--- src/rtl/stopwatch_lap_if.sv ---
// rtl/stopwatch_lap_if.sv - preset load and lap readback bus for stopwatch_lap
interface stopwatch_lap_if #(
  parameter int LAP_IW = 2
);
  logic              load;
  logic [7:0]        load_min;
  logic [7:0]        load_sec;
  logic [LAP_IW-1:0] lap_sel;
  logic [23:0]       lap_time;
  logic [LAP_IW:0]   lap_count;
  logic              lap_full;

  modport master (
    output load, load_min, load_sec, lap_sel,
    input  lap_time, lap_count, lap_full
  );

  modport slave (
    input  load, load_min, load_sec, lap_sel,
    output lap_time, lap_count, lap_full
  );
endinterface

--- src/rtl/stopwatch_lap.sv ---
// rtl/stopwatch_lap.sv - BCD MM:SS.CC up/down stopwatch with lap capture buffer
module stopwatch_lap #(
  parameter int TICK_DIV  = 10,
  parameter int LAP_DEPTH = 4,
  parameter int LAP_IW    = 2,
  parameter int MIN_MAX   = 59
) (
  input  logic        clk,
  input  logic        rst,
  input  logic        ref_tick,
  input  logic        btn_start_n,
  input  logic        btn_lap_n,
  input  logic        btn_clr_n,
  input  logic        mode_down,
  stopwatch_lap_if.slave bus,
  output logic [23:0] cur_time,
  output logic        running,
  output logic        expired
);

  localparam int DW = (TICK_DIV > 1) ? $clog2(TICK_DIV) : 1;
  localparam logic [7:0] MIN_BCD = 8'(((MIN_MAX / 10) << 4) + (MIN_MAX % 10));
  localparam logic [LAP_IW:0] LAP_FULL_CNT = (LAP_IW + 1)'(LAP_DEPTH);

  typedef enum logic [1:0] {IDLE, RUN, PAUSE, EXPIRED} state_t;

  state_t            state;
  logic              down_q;
  logic [23:0]       preset;
  logic [DW-1:0]     div;
  logic [LAP_IW:0]   lap_cnt;
  logic [23:0]       lap_mem [LAP_DEPTH];

  // Bit 2 of each shift register is the previous synchronised sample for edge detection.
  logic [2:0] ref_sh, start_sh, lap_sh, clr_sh;

  logic        tick, start_ev, lap_ev, clr_ev, cs_en, lap_ok, start_ok;
  logic [23:0] load_val, base, t_inc, t_dec;
  logic [3:0]  mo, mt, so, st;
  logic [7:0]  mm;

  function automatic logic [23:0] time_inc(input logic [23:0] t);
    logic [23:0] r;
    r = t;
    if (t[3:0] != 4'd9) r[3:0] = t[3:0] + 4'd1;
    else begin
      r[3:0] = 4'd0;
      if (t[7:4] != 4'd9) r[7:4] = t[7:4] + 4'd1;
      else begin
        r[7:4] = 4'd0;
        if (t[11:8] != 4'd9) r[11:8] = t[11:8] + 4'd1;
        else begin
          r[11:8] = 4'd0;
          if (t[15:12] != 4'd5) r[15:12] = t[15:12] + 4'd1;
          else begin
            r[15:12] = 4'd0;
            if (t[23:16] == MIN_BCD) r[23:16] = 8'h00;
            else if (t[19:16] != 4'd9) r[19:16] = t[19:16] + 4'd1;
            else begin
              r[19:16] = 4'd0;
              r[23:20] = t[23:20] + 4'd1;
            end
          end
        end
      end
    end
    return r;
  endfunction

  function automatic logic [23:0] time_dec(input logic [23:0] t);
    logic [23:0] r;
    r = t;
    if (t[3:0] != 4'd0) r[3:0] = t[3:0] - 4'd1;
    else begin
      r[3:0] = 4'd9;
      if (t[7:4] != 4'd0) r[7:4] = t[7:4] - 4'd1;
      else begin
        r[7:4] = 4'd9;
        if (t[11:8] != 4'd0) r[11:8] = t[11:8] - 4'd1;
        else begin
          r[11:8] = 4'd9;
          if (t[15:12] != 4'd0) r[15:12] = t[15:12] - 4'd1;
          else begin
            r[15:12] = 4'd5;
            if (t[19:16] != 4'd0) r[19:16] = t[19:16] - 4'd1;
            else begin
              r[19:16] = 4'd9;
              r[23:20] = t[23:20] - 4'd1;
            end
          end
        end
      end
    end
    return r;
  endfunction

  assign tick     = ref_sh[1] & ~ref_sh[2];
  assign start_ev = ~start_sh[1] & start_sh[2];
  assign lap_ev   = ~lap_sh[1] & lap_sh[2];
  assign clr_ev   = ~clr_sh[1] & clr_sh[2];
  assign cs_en    = (state == RUN) && tick && (div == DW'(TICK_DIV - 1));
  assign lap_ok   = lap_ev && (lap_cnt != LAP_FULL_CNT) && (state == RUN || state == PAUSE);
  assign t_inc    = time_inc(cur_time);
  assign t_dec    = time_dec(cur_time);

  always_comb begin
    mo = (bus.load_min[3:0] > 4'd9) ? 4'd9 : bus.load_min[3:0];
    mt = (bus.load_min[7:4] > 4'd9) ? 4'd9 : bus.load_min[7:4];
    so = (bus.load_sec[3:0] > 4'd9) ? 4'd9 : bus.load_sec[3:0];
    st = (bus.load_sec[7:4] > 4'd5) ? 4'd5 : bus.load_sec[7:4];
    mm = ({mt, mo} > MIN_BCD) ? MIN_BCD : {mt, mo};
    load_val = {mm, st, so, 8'h00};
    // A same-cycle load is what start sees, so zero-preset rejection uses it.
    base     = bus.load ? load_val : cur_time;
    start_ok = !(mode_down && base[23:8] == 16'h0000);
  end

  assign bus.lap_count = lap_cnt;
  assign bus.lap_full  = (lap_cnt == LAP_FULL_CNT);
  assign bus.lap_time  = ({1'b0, bus.lap_sel} < lap_cnt) ? lap_mem[bus.lap_sel] : 24'h0;

  always_ff @(posedge clk) begin
    if (rst) begin
      ref_sh   <= 3'b000;
      start_sh <= 3'b111;
      lap_sh   <= 3'b111;
      clr_sh   <= 3'b111;
      state    <= IDLE;
      down_q   <= 1'b0;
      preset   <= 24'h0;
      div      <= '0;
      lap_cnt  <= '0;
      cur_time <= 24'h0;
      running  <= 1'b0;
      expired  <= 1'b0;
    end else begin
      ref_sh   <= {ref_sh[1:0], ref_tick};
      start_sh <= {start_sh[1:0], btn_start_n};
      lap_sh   <= {lap_sh[1:0], btn_lap_n};
      clr_sh   <= {clr_sh[1:0], btn_clr_n};

      if (clr_ev) begin
        state    <= IDLE;
        running  <= 1'b0;
        expired  <= 1'b0;
        div      <= '0;
        lap_cnt  <= '0;
        cur_time <= down_q ? preset : 24'h0;
      end else begin
        if (lap_ok) begin
          lap_mem[lap_cnt[LAP_IW-1:0]] <= cur_time;
          lap_cnt <= lap_cnt + 1'b1;
        end
        case (state)
          IDLE: begin
            div <= '0;
            if (bus.load) begin
              preset   <= load_val;
              cur_time <= load_val;
            end
            if (start_ev && start_ok) begin
              state   <= RUN;
              running <= 1'b1;
              down_q  <= mode_down;
            end
          end
          RUN: begin
            if (tick) div <= (div == DW'(TICK_DIV - 1)) ? '0 : div + 1'b1;
            if (cs_en && down_q && t_dec == 24'h0) begin
              cur_time <= 24'h0;
              state    <= EXPIRED;
              running  <= 1'b0;
              expired  <= 1'b1;
            end else begin
              if (cs_en) cur_time <= down_q ? t_dec : t_inc;
              if (start_ev) begin
                state   <= PAUSE;
                running <= 1'b0;
              end
            end
          end
          PAUSE: begin
            if (start_ev) begin
              state   <= RUN;
              running <= 1'b1;
            end
          end
          default: ;
        endcase
      end
    end
  end

endmodule

--- src/flat_wrapper.sv ---
// flat-port wrapper written by rule: the top's interface ports become plain ports
module stopwatch_lap_flat 
#(
  parameter int TICK_DIV  = 10,
  parameter int LAP_DEPTH = 4,
  parameter int LAP_IW    = 2,
  parameter int MIN_MAX   = 59
)
  (clk, rst, ref_tick, btn_start_n, btn_lap_n, btn_clr_n, mode_down, cur_time, running, expired, bus_load, bus_load_min, bus_load_sec, bus_lap_sel, bus_lap_time, bus_lap_count, bus_lap_full);
  stopwatch_lap_if #(.LAP_IW(LAP_IW)) bus_i ();
  input  logic clk;
  input  logic rst;
  input  logic ref_tick;
  input  logic btn_start_n;
  input  logic btn_lap_n;
  input  logic btn_clr_n;
  input  logic mode_down;
  output logic [23:0] cur_time;
  output logic running;
  output logic expired;
  input wire logic [$bits(bus_i.load)-1:0] bus_load;
  input wire logic [$bits(bus_i.load_min)-1:0] bus_load_min;
  input wire logic [$bits(bus_i.load_sec)-1:0] bus_load_sec;
  input wire logic [$bits(bus_i.lap_sel)-1:0] bus_lap_sel;
  output wire logic [$bits(bus_i.lap_time)-1:0] bus_lap_time;
  output wire logic [$bits(bus_i.lap_count)-1:0] bus_lap_count;
  output wire logic [$bits(bus_i.lap_full)-1:0] bus_lap_full;
  assign bus_i.load = bus_load;
  assign bus_i.load_min = bus_load_min;
  assign bus_i.load_sec = bus_load_sec;
  assign bus_i.lap_sel = bus_lap_sel;
  assign bus_lap_time = bus_i.lap_time;
  assign bus_lap_count = bus_i.lap_count;
  assign bus_lap_full = bus_i.lap_full;
  stopwatch_lap #(.TICK_DIV(TICK_DIV), .LAP_DEPTH(LAP_DEPTH), .LAP_IW(LAP_IW), .MIN_MAX(MIN_MAX)) u_core (.clk(clk), .rst(rst), .ref_tick(ref_tick), .btn_start_n(btn_start_n), .btn_lap_n(btn_lap_n), .btn_clr_n(btn_clr_n), .mode_down(mode_down), .bus(bus_i), .cur_time(cur_time), .running(running), .expired(expired));
endmodule
--- config.mk ---
export PLATFORM = sky130hd
export DESIGN_NAME = stopwatch_lap_flat
export DESIGN_NICKNAME = d
export VERILOG_FILES = /design/src/rtl/stopwatch_lap_if.sv /design/src/rtl/stopwatch_lap.sv /design/src/flat_wrapper.sv
export SDC_FILE = /design/constraint.sdc
export NUM_CORES = 1
export LEC_CHECK = 0
export CORE_ASPECT_RATIO = 0.6
export CORE_MARGIN = 5
export CORE_UTILIZATION = 40
export DETAILED_ROUTE_END_ITERATION = 8
export PLACE_DENSITY = 0.65
export SYNTH_ARGS = -nofsm -noshare
export SYNTH_HDL_FRONTEND = slang
export SYNTH_SLANG_ARGS = --single-unit
--- constraint.sdc ---
create_clock -name clk -period 3.25 [get_ports clk]
set_input_delay 0.8125 -clock clk [delete_from_list [all_inputs] [get_ports clk]]
set_output_delay 0.8125 -clock clk [all_outputs]
set_load 0.1 [all_outputs]
; ---- Yosys cells after proc, flatten, opt, wreduce, memory -nomap -nowiden
; Memory sizes are Yosys's and may differ from the RTL's.
; Cells that the tools add are included.
[word_totals]
register_bits = 64
ram_bits = 96
in_bits = 26
output_inout_bits = 54
word_cells = 153
memories = 1
[mem_list]
columns = name, depth, width, read_ports, rd_clocked_by_memory_dff, wr, line_no
row1 = u_core.lap_mem, 4, 24, 1, 0, 1, stopwatch_lap.sv:32  ; logic [23:0] lap_mem [LAP_DEPTH];
[op_classes]
add_sub_neg = 14
magnitude_cmp = 6
eq_ne = 22
n_mux = 51
n_bitwise = 9
reduce_logical = 33
[op_table]
columns = operator, count
row1 = 24-bit 2-to-1 mux, 7
row2 = 4-bit 2-to-1 mux, 18
row3 = 24-bit case mux with 2 select lines, 1
row4 = 20-bit 2-to-1 mux, 2
row5 = 16-bit 2-to-1 mux, 2
row6 = 8-bit 2-to-1 mux, 4
row7 = 4-bit by 1-bit adder with 4-bit output (second input constant), 7
row8 = 24-bit logical NOT, 1
row9 = 12-bit 2-to-1 mux, 2
row10 = 4-bit by 1-bit subtractor with 4-bit output (second input constant), 6
row11 = 5-bit by 3-bit inequality test with 1-bit output (second input constant), 4
row12 = 4-bit nonzero test, 5
row13 = 16-bit logical NOT, 1
row14 = 4-bit inequality test (second input constant), 4
row15 = 4-bit greater-than comparator (second input constant), 3
row16 = 4-bit AND reduction, 3
row17 = 3-bit AND reduction, 3
row18 = 8-bit by 7-bit == test with 1-bit output (second input constant), 1
row19 = 8-bit by 7-bit greater-than comparator with 1-bit output (second input constant), 1
row20 = 1-bit logical AND, 8
row21 = 1-bit 2-to-1 mux, 8
row22 = 2-bit 2-to-1 mux, 4
row23 = 4-bit case mux with 2 select lines, 1
row24 = 7-bit AND reduction, 1
row25 = other kinds (26), 38

; ---- Logic depth before layout (Yosys ltp)
[depth]
word_depth = 12
mapped_depth = 11
ltp_nobuf = 9

; ---- Worst setup path after synthesis
; No wires, ideal clock.
[synth_timing]
path_type = input to output
from = input bus_lap_sel[0]
to = output bus_lap_time[10]
arrival_ps = 3348
required_ps = 2438
slack_ps = -911
stages = 4
n_path_buf = 2
path_cell_list = clkbuf_1 buf_1 mux4_2 nor2b_1
[synth_between]
elab_chain_len = 2
word_cells_on_any_way = 3
cone_classes = 1 x order compare / 1 x mux / 1 x memory
[synth_rtl]
columns = item, line_no
row1 = from (decl), flat_wrapper.sv:24  ; input wire logic [$bits(bus_i.lap_sel)-1:0] bus_lap_sel;
row2 = 2-bit by 3-bit < comparator with 1-bit output / memory read 4 x 24 bit (equally long branches), -
row3 = 24-bit 2-to-1 mux (*), stopwatch_lap.sv:120  ; assign bus.lap_time = ({1'b0, bus.lap_sel} < lap_cnt) ? lap_mem[bus.lap_sel] : 24'h0;
row4 = to (decl), flat_wrapper.sv:25  ; output wire logic [$bits(bus_i.lap_time)-1:0] bus_lap_time;
; Every way passes the cells marked *; elsewhere a longest branch is shown, timed or not.

; ---- Worst setup path in the final report
[layout_timing]
from = input bus_lap_sel[1]
to = output bus_lap_time[8]
; The elaborated chain is that of the path after synthesis.

==> metrics.md <==
| Metric | Value |
|---|---|
| Fill cell count | `1782` |
| Most frequent cells in the layout | `96 x edfxtp_1, 70 x buf_4, 61 x nor2_1` |
| Synthesis-to-layout area growth | `25.9%` |
| Iter 0 DRT Violations | `643` |
| Post-synth EDFFs | `96` |
| Ports | `80` |
| FMAX | `309 MHz` |
| CTS root buf | `clkbuf_16` |
| Async SR Flop Fraction | `0` |
| Placed Instances | `1104` |
| Routed vias/inst | `5.53` |
| Most common cell after layout, fill and taps aside | `edfxtp_1` |
| Final GP Congestion | `0.903` |
| Cell family with most CP delay | `buffers and inverters` |
| HP Start | `u_core.start_sh[0]$_SDFF_PP1_` |
| Die span in y | `122 um` |
| Final Cell Area | `0.0105 sq mm` |
| 1st-pass router iterations | `6` |
| Drc violations | `0` |
| Area taken by multi-input logic gates | `0.00392 sq mm` |
| Worst skew pair latency | `430 ps` |
| Worst path most repeated cell | `buf_12` |
| Starting density of the core | `0.412` |
| Placement Cell Area | `0.00988 sq mm` |
| CP cell instances | `clkdlybuf4s50_1, ha_1, o21ai_0, a21oi_4, buf_12, buf_12, nor2b_4, buf_12` |
| Crit-path max cell delay | `480 ps` |
| Clk sinks | `160` |
| Clock transition at the registers of the reported paths | `60 ps` |
| Finished Layout Cells | `1138` |
| Syn_nets | `814` |
| Fin crit period | `3230 ps` |
| Clock buffer depth | `2` |
| Worst path depth | `8` |
| Status | `finished, final reports clean` |
| H-Tree Depth | `4` |
| Max_slew headroom | `0.523` |
| Syn_area_per_cell | `10.9 sq um` |
| Comb pwr share | `0.401` |
| R2R depth | `10` |
| DP HPWL | `15500 um` |
| CTS Buf Count | `17` |
| Distinct cell type count of the synthesized netlist | `81` |
| Final Hold Fails | `0` |
| Worst vdd ir | `0.000526 V` |
| Period utilisation layout | `0.995` |
| Clock Power Share | `0.263` |
| Num rows | `40` |
| Full die area | `0.0239 sq mm` |
| Final wirelength | `21800 um` |
| Yosys warns | `0` |
| WP data required | `2440 ps` |
| Post-Syn Area | `0.00832 sq mm` |
| Routed vias | `6290` |
| Number of global-route vias before repair | `5933` |
| Slowest-stage cell, CP | `clkdlybuf4s50_1` |
| Worst R2R End | `u_core.cur_time[20]$_SDFFE_PP0P_` |
| Fraction of layout cells with a size suffix above 1 | `0.261` |
| WP buf/inv | `4` |
| Antenna violations before repair | `0` |
| P_leak | `3.84 nW` |
| WS Path Type | `in -> out` |
| Max cap viols | `0` |
| Main synth FF type | `edfxtp_1` |
| GR Overflow Total | `0` |
| Pwr Density | `698 mW/mm^2` |
| Crit. End Element | `output port` |
| Sw frac | `0.406` |
| Pwr Total | `7.32 mW` |
| CP startpoint | `bus_lap_sel[1]` |
| Setup TNS | `0 ps` |
| Critical-path maximum fanout | `10` |
| Reg2Reg Setup Slack | `290 ps` |
| CTS tree | `done` |
| Worst Path Arrival | `2420 ps` |
| Number of diodes | `0` |
| Final Skew | `9.06 ps` |
| Slew @ Worst Pin | `711 ps` |
| Final Hold Slack | `412 ps` |
| FF+latch count, synth | `160` |
| Mapped Cells | `761` |
| Storage cell area | `0.00417 sq mm` |
| Worst slack at placement | `5.21 ps` |
| Type of the worst min-delay path | `reg -> reg` |
| Die span in x | `196 um` |
| Layout Nets | `905` |
| Slew Limit Fails | `0` |
| First-pass GRT wire length | `34300 um` |
| Post-DRT Antenna Nets | `0` |
| Setup violations, final | `0` |
| Seq pwr share | `0.336` |
| Finished Core Util | `0.518` |
| GRT Util Overall | `0.184` |
| Net Switching | `2.97 mW` |
| Port Buffer Count | `79` |
| RR Startpoint | `u_core.cur_time[0]$_SDFFE_PP0P_` |
| Largest net degree at the start of global routing | `57` |
| Internal Pwr Total | `4.35 mW` |
| Critical Path End | `bus_lap_time[8]` |
| Core box area | `0.0202 sq mm` |
| Critical Path Source Type | `input port` |
| Routed length per instance | `19.1 um` |
| Worst Slack Setup Final | `17.2 ps` |
| Register area share after synthesis | `0.500` |
==> synth_stat cells (6+ instances only) <==
cell / number / share of area
a22oi_1: 6 / 0.0054
or2_2: 11 / 0.0083
ha_1: 27 / 0.041
and3_1: 6 / 0.0045
nor3_1: 11 / 0.0066
a211oi_1: 18 / 0.016
inv_1: 32 / 0.014
a311oi_1: 8 / 0.0084
nand3b_1: 7 / 0.0063
xor2_1: 7 / 0.0074
mux2i_1: 9 / 0.011
nand4_1: 6 / 0.0045
nand3_1: 30 / 0.018
o21ai_0: 29 / 0.017
a31oi_1: 13 / 0.0098
clkbuf_1: 31 / 0.014
nor2_1: 61 / 0.028
mux4_2: 24 / 0.065
a21oi_1: 48 / 0.029
nand2b_1: 9 / 0.0068
xnor2_1: 6 / 0.0063
o22ai_1: 7 / 0.0053
nand2_1: 57 / 0.026
dfxtp_1: 64 / 0.15
edfxtp_1: 96 / 0.35
buf_6: 12 / 0.016
nor2b_1: 36 / 0.027
==> layer usage <==
layer | wire, um | track usage | share of wire
met1 | 11100 | 0.291 | 0.51
met2 | 8620 | 0.251 | 0.40
met3 | 1810 | 0.0390 | 0.083
met4 | 298 | 0.0536 | 0.014
met5 | 0 | 0 | 0
==> layout make-up <==
| class | instances | share of cell area |
|---|---|---|
| clock buffers | 17 | 0.0406 |
| clock inverters | 15 | 0.0127 |
| inverters | 32 | 0.0115 |
| multi-input cells | 516 | 0.374 |
| flip-flops and latches | 160 | 0.398 |
| well taps | 273 | 0.0326 |
| repair buffers | 125 | 0.131 |
==> how the worst min path moves through the flow <==
stage,to,cells past startpoint,slack (ps)
after floorplan,u_core.clr_sh[1]$_SDFF_PP1_,1,390
after global placement,u_core.start_sh[1]$_SDFF_PP1_,1,390
after detailed placement,u_core.lap_sh[1]$_SDFF_PP1_,1,400
after CTS,u_core.clr_sh[1]$_SDFF_PP1_,1,420
after global routing,u_core.start_sh[1]$_SDFF_PP1_,1,420
final,u_core.start_sh[1]$_SDFF_PP1_,1,410
==> power groups by stage <==
stage / Combinational (mW) / Clock (mW) / Sequential, mW
after global placement: 2.86 / 0 / 2.49
after detailed placement: 2.89 / 0 / 2.50
after CTS: 2.91 / 1.96 / 2.46
after global routing: 3.14 / 2.04 / 2.48
after floorplan: 1.62 / 0 / 2.97
final: 2.94 / 1.92 / 2.46
==> registers in the layout, indices dropped and copies added (netlist names), 3 cells and up <==
| name | flops |
|---|---|
| u_core.preset | 16 |
| u_core.clr_sh | 3 |
| u_core.cur_time | 24 |
| u_core.start_sh | 3 |
| u_core.bus.lap_count | 3 |
| u_core.lap_mem | 96 |
| u_core.lap_sh | 3 |
| u_core.ref_sh | 3 |
| u_core.div | 4 |
==> logic make-up after synthesis <==
family | after synthesis | share of synthesized area
xor+xnor | 13 | 0.0137
simple gates | 269 | 0.175
mux | 36 | 0.0798
fa+ha+maj | 27 | 0.0406
buf+inv | 85 | 0.0505
flops | 160 | 0.500
compound gates | 171 | 0.140
==> repair_timing <==
action                                  4_1_cts  5_1_grt
resized for setup                             0        0
setup buffers                                 0        1
hold buffers                                  0        0
endpoints found under the setup margin        0       23
No activity file was read; power rests on OpenSTA's default activity.
